$ cat src/rtl/hdmi_stream_sender.sv
// Address generator for one HDMI test-pattern stream: walks [base_addr, base_addr+length-1]
// with a valid/rdy handshake, optional looping, idle gaps between beats and abort.
module hdmi_stream_sender #(
    parameter int unsigned ADDR_SIZE = 32,
    parameter int unsigned GAP_W     = 8,
    parameter int unsigned PASS_W    = 16
) (
    input  logic                 clk,
    input  logic                 rst_n,
    input  logic                 start,
    input  logic                 stop,
    input  logic                 loop_en,
    input  logic [ADDR_SIZE-1:0] base_addr,
    input  logic [ADDR_SIZE-1:0] length,
    input  logic [GAP_W-1:0]     gap_cycles,
    input  logic                 rdy,
    output logic [ADDR_SIZE-1:0] addr,
    output logic                 valid,
    output logic                 last,
    output logic                 busy,
    output logic                 done,
    output logic [PASS_W-1:0]    pass_cnt
);

    typedef enum logic [1:0] {
        IDLE = 2'd0,
        SEND = 2'd1,
        GAP  = 2'd2
    } state_t;

    state_t                 state_q, state_d;
    logic [ADDR_SIZE-1:0]   addr_q, addr_d;
    logic [ADDR_SIZE-1:0]   beat_q, beat_d;
    logic [ADDR_SIZE-1:0]   base_q, base_d;
    logic [ADDR_SIZE-1:0]   len_q, len_d;
    logic [GAP_W-1:0]       gap_q, gap_d;
    logic [GAP_W-1:0]       gcnt_q, gcnt_d;
    logic                   loop_q, loop_d;
    logic [PASS_W-1:0]      pass_q, pass_d;
    logic                   done_q, done_d;

    logic                   is_last;
    logic                   xfer;
    logic                   run_continues;

    assign is_last  = (beat_q == len_q - ADDR_SIZE'(1));
    assign valid    = (state_q == SEND);
    assign last     = valid & is_last;
    assign xfer     = valid & rdy;
    assign busy     = (state_q != IDLE);
    assign addr     = addr_q;
    assign done     = done_q;
    assign pass_cnt = pass_q;

    always_comb begin
        state_d       = state_q;
        addr_d        = addr_q;
        beat_d        = beat_q;
        base_d        = base_q;
        len_d         = len_q;
        gap_d         = gap_q;
        gcnt_d        = gcnt_q;
        loop_d        = loop_q;
        pass_d        = pass_q;
        done_d        = 1'b0;
        run_continues = 1'b0;

        unique case (state_q)
            IDLE: begin
                if (start) begin
                    if (length != '0) begin
                        base_d  = base_addr;
                        len_d   = length;
                        gap_d   = gap_cycles;
                        loop_d  = loop_en;
                        addr_d  = base_addr;
                        beat_d  = '0;
                        gcnt_d  = '0;
                        pass_d  = '0;
                        state_d = SEND;
                    end else begin
                        done_d = 1'b1;
                    end
                end
            end

            SEND: begin
                if (xfer) begin
                    if (is_last) begin
                        pass_d = pass_q + PASS_W'(1);
                        if (loop_q) begin
                            addr_d        = base_q;
                            beat_d        = '0;
                            run_continues = 1'b1;
                        end else begin
                            state_d = IDLE;
                            done_d  = ~stop;
                        end
                    end else begin
                        addr_d        = addr_q + ADDR_SIZE'(1);
                        beat_d        = beat_q + ADDR_SIZE'(1);
                        run_continues = 1'b1;
                    end
                end
                // stop overrides both the gap and the done pulse; an accepted beat still counts
                if (stop) begin
                    state_d = IDLE;
                end else if (run_continues && (gap_q != '0)) begin
                    state_d = GAP;
                    gcnt_d  = gap_q;
                end
            end

            GAP: begin
                gcnt_d = gcnt_q - GAP_W'(1);
                if (stop) begin
                    state_d = IDLE;
                end else if (gcnt_q == GAP_W'(1)) begin
                    state_d = SEND;
                end
            end

            default: begin
                state_d = IDLE;
            end
        endcase
    end

    always_ff @(posedge clk or negedge rst_n) begin
        if (!rst_n) begin
            state_q <= IDLE;
            addr_q  <= '0;
            beat_q  <= '0;
            base_q  <= '0;
            len_q   <= '0;
            gap_q   <= '0;
            gcnt_q  <= '0;
            loop_q  <= 1'b0;
            pass_q  <= '0;
            done_q  <= 1'b0;
        end else begin
            state_q <= state_d;
            addr_q  <= addr_d;
            beat_q  <= beat_d;
            base_q  <= base_d;
            len_q   <= len_d;
            gap_q   <= gap_d;
            gcnt_q  <= gcnt_d;
            loop_q  <= loop_d;
            pass_q  <= pass_d;
            done_q  <= done_d;
        end
    end

endmodule

$ cat config.mk
export PLATFORM = sky130hd
export DESIGN_NAME = hdmi_stream_sender
export DESIGN_NICKNAME = d
export VERILOG_FILES = /design/src/rtl/hdmi_stream_sender.sv
export SDC_FILE = /design/constraint.sdc
export NUM_CORES = 1
export LEC_CHECK = 0
export CAP_MARGIN = 10
export CORE_MARGIN = 8
export CORE_UTILIZATION = 35
export CTS_BUF_LIST = sky130_fd_sc_hd__clkbuf_4 sky130_fd_sc_hd__clkbuf_8 sky130_fd_sc_hd__clkbuf_16
export CTS_CLUSTER_SIZE = 28
export DETAILED_ROUTE_END_ITERATION = 10
export HOLD_SLACK_MARGIN = 0.02
export PLACE_DENSITY = 0.53
export SYNTH_ARGS = -nofsm -noshare
export SYNTH_HDL_FRONTEND = slang
export SYNTH_SLANG_ARGS = --single-unit
export TNS_END_PERCENT = 30
$ cat constraint.sdc
create_clock -name clk -period 4.7 [get_ports clk]
set_clock_uncertainty 0.1 [all_clocks]
set_input_delay 0.47 -clock clk [delete_from_list [all_inputs] [get_ports clk]]
set_output_delay 0.47 -clock clk [all_outputs]
set_load 0.01 [all_outputs]
==> results.md <==
* Comb power frac at 45.6%
* Worst Max-Slew Pin Slew at 1.022 ns
* Synth Net Count at 1155
* TritonCTS clock tree: done
* Clk pwr share at 20.3%
* Max-cap violations at 0
* Status: complete, no violations
* Mean Syn Cell Area at 9.232 um^2
* Critical path endpoint category: flip-flop
* Skew-Pair Late Insertion Delay at 0.44 ns
* Fraction of layout cells with a size suffix above 1 at 13.13%
* Routability cong. at 0.8776
* Max Clk Rate at 236.3 MHz
* Die height at 183.8 um
* Final min period at 4.232 ns
* # DRC at 0
* Drt pass-1 iters at 5
* Vias in the first global route at 8596
* Yosys cell types at 68
* Post-synth EDFFs at 0
* Post-synthesis register bit count at 164
* Synth Warn # at 0
* Post-synthesis sequential area ratio at 41.66%
* Kind of critical path: flip-flop to flip-flop
* WP data arrival at 4.48 ns
* I/O Pins at 130
* Int Pwr at 4307 uW
* Root buf cell: clkbuf_16
* Total gr overflow at 0
* Area of the mapped netlist at 9851 um^2
* Leakage at 0.004989 uW
* Period utilisation layout at 90.03%
* Final Hold Fails at 0
* DR vias/cell at 5.429
* Routed Antenna Nets at 0
* Hold-fix buffers, CTS at 0
* CTS H-tree depth at 4
* Core Region at 27780 um^2
* PD cells at 603.8 nW/um^2
* Crit path max fanout at 16
* M2 GR Usage at 27.47%
* Starting DRT DRC Count at 625
* Reg power frac at 34.2%
* Initial Util at 35.46%
* HP Class: input pin to asynchronous set/reset pin
* Detailed Route WL at 29.07 mm
* Crit path from: len_q[2]$_DFFE_PN0P_
* Max transition margin at 31.90%
* FF-to-FF path depth at 11
* Die W at 183.8 um
* Clk slew on worst S/H paths at 0.07 ns
* Post-Synthesis Cells at 1067
* Final HPWL DP at 20.63 mm
* Largest net degree at the start of global routing at 104
* I/O Buffers at 129
* DR WL/cell at 18.46 um
* Share of flip-flops with an asynchronous set or reset at 100.0%
* CTS buffer count at 17
* Nets at 1271
* Setup TNS Final at 0 ns
* Grt met3 use at 3.300%
* First-pass GRT wire length at 47.27 mm
* P&R area growth vs syn at 24.53%
* Final setup viols at 0
* Ys flop type: dfrtp_1
* Tot GR Track Use at 17.35%
* Busiest layer in global routing: met2
* Total chip power at 7407 uW
* CTS max path bufs at 2
* Initial antenna violation count at 1
* Switch share at 41.86%
* GR met1 Demand/Resource at 23.62%
* # rows at 61
* Peak VDD IR at 0.3148 mV
* Clock sinks at 164
* Net switching power at 3100 uW
* CP required at 4.95 ns
* RSZ-0062 raised after global routing: false
* R2R Path Start: len_q[2]$_DFFE_PN0P_
* Final Max Tran Viols at 0
* Die area at 33770 um^2
* Fill cells at 2756
* Worst Setup Start Kind: flip-flop
* Total number of vias at 8551
==> metrics by stage <==
step	std cells	instance area, um^2	hold slack, ns	util, %	setup slack, ns
final	1575	12270	0.04150	44.15	0.4684
after global routing	1575	12270	0.1299	44.15	0.2021
after CTS	1572	12240	0.1044	44.06	0.002589
after detailed placement	1540	11600	0.3776	41.76	0.3418
after global placement	1540	11600	0.3684	41.76	0.4096
after floorplan	1067	9851	0.07441	-	0.8008
==> power groups by stage <==
stage                     clock [uW]  combinational (uW)  sequential [uW]
after global routing            1600                3730             2630
after detailed placement           0                3370             2550
after floorplan                    0                2260             2370
after CTS                       1550                3390             2530
final                           1500                3380             2530
after global placement             0                3340             2550
==> cells in the final DEF, fill, tap and decap left out, types with 5 or more instances in the layout <==
cell	Yosys	layout
a211oi_1	5	5
a21oi_1	35	33
a22o_1	20	20
a31oi_1	15	15
and2_1	10	10
and3_1	22	22
and4_1	8	8
buf_4	1	26
clkbuf_16	0	17
clkdlybuf4s50_1	0	127
dfrtp_1	164	162
ha_1	10	8
inv_1	24	24
inv_8	0	7
mux2_2	73	73
mux2i_1	14	14
nand2_1	90	90
nand3_1	36	36
nand3b_1	7	7
nand4_1	23	23
nor2_1	107	106
nor2b_1	7	7
nor3_1	25	25
nor4_1	33	32
nor4b_1	5	5
o211ai_1	13	13
o21ai_0	79	78
o2bb2ai_1	8	8
o31ai_1	12	12
or3_1	12	11
or4_1	10	10
xnor2_1	32	32
xor2_1	43	43
==> critical path, cell delays in order, from the launching register on <==
cell and delay [ns]:
dfrtp_1 0.50, or4_4 0.63, or4b_1 0.52, a21oi_1 0.25, nand4_1 0.15, or4_4 0.52
nor4_4 0.46, a21o_1 0.22, buf_4 0.22, nand3_1 0.11, or3_1 0.32, a21oi_1 0.15
==> synth_stat cells, types with 4 or more instances <==
| cell type | instances | area (um^2) |
|---|---|---|
| a211oi_1 | 5 | 37.54 |
| a21oi_1 | 35 | 175.2 |
| a22o_1 | 20 | 175.2 |
| a22oi_1 | 4 | 30.03 |
| a31oi_1 | 15 | 93.84 |
| and2_1 | 10 | 62.56 |
| and3_1 | 22 | 137.6 |
| and4_1 | 8 | 70.07 |
| buf_2 | 15 | 75.07 |
| clkbuf_1 | 42 | 157.7 |
| dfrtp_1 | 164 | 4104 |
| ha_1 | 10 | 125.1 |
| inv_1 | 24 | 90.09 |
| mux2_2 | 73 | 822.0 |
| mux2i_1 | 14 | 140.1 |
| nand2_1 | 90 | 337.8 |
| nand3_1 | 36 | 180.2 |
| nand3b_1 | 7 | 52.55 |
| nand4_1 | 23 | 143.9 |
| nor2_1 | 107 | 401.6 |
| nor2b_1 | 7 | 43.79 |
| nor3_1 | 25 | 125.1 |
| nor4_1 | 33 | 206.5 |
| nor4b_1 | 5 | 43.79 |
| o211ai_1 | 13 | 97.59 |
| o21ai_0 | 79 | 395.4 |
| o2bb2ai_1 | 8 | 70.07 |
| o31ai_1 | 12 | 90.09 |
| or3_1 | 12 | 75.07 |
| or4_1 | 10 | 75.07 |
| xnor2_1 | 32 | 280.3 |
| xor2_1 | 43 | 376.6 |
==> cells by family after synthesis <==
| family | after synthesis | share of synthesized area [%] |
|---|---|---|
| muxes | 87 | 9.768 |
| AOI/OAI and AO/OA | 222 | 14.42 |
| and+or+nand+nor | 422 | 22.38 |
| xor gates and xnor gates | 75 | 6.668 |
| buffers and inverters | 86 | 3.734 |
| adders and majority gates | 11 | 1.372 |
| DFF | 164 | 41.66 |
==> flip-flops by register name, summed over array words and instances (netlist names) <==
register  cells
done          1
len_q        32
loop_q        1
pass_cnt     16
base_q       32
addr         32
gap_q         8
beat_q       32
state_q       2
gcnt_q        8
==> metal layers <==
layer / vias up / wire (um)
li1: 4130 / -
met1: 4200 / 13750
met2: 190 / 13630
met3: 31 / 1147
met4: 0 / 539
met5: - / 0
==> final cells by class <==
| cell class | count | area, um^2 | area share (%) |
|---|---|---|---|
| Multi-Input combinational cell | 817 | 5409 | 44.09 |
| Sequential cell | 164 | 4106 | 33.48 |
| Timing Repair Buffer | 158 | 1550 | 12.64 |
| Tap cell | 378 | 473.0 | 3.856 |
| Clock buffer | 17 | 425.4 | 3.468 |
| Clock inverter | 15 | 206.4 | 1.683 |
| Inverter | 25 | 93.84 | 0.7650 |
| Antenna cell | 1 | 2.502 | 0.02040 |
==> worst paths after layout <==
path / to / slack [ns]
setup reg to reg: pass_cnt[10]$_DFFE_PN0P_ / 0.47
setup / recovery: pass_cnt[10]$_DFFE_PN0P_ / 0.47
max in group asynchronous: base_q[3]$_DFFE_PN0P_ / 3.46
hold / removal: pass_cnt[3]$_DFFE_PN0P_ / 0.04
hold reg to reg: base_q[0]$_DFFE_PN0P_ / 0.39
min in group clk: base_q[0]$_DFFE_PN0P_ / 0.39
==> timing repair <==
action                                  CTS  global route
resized for setup                         2             6
pin swaps                                 0             1
endpoints found under the setup margin    1             1
cloned                                    0             0
buffers inserted                          0             2
(Power assumes the default switching activity.)
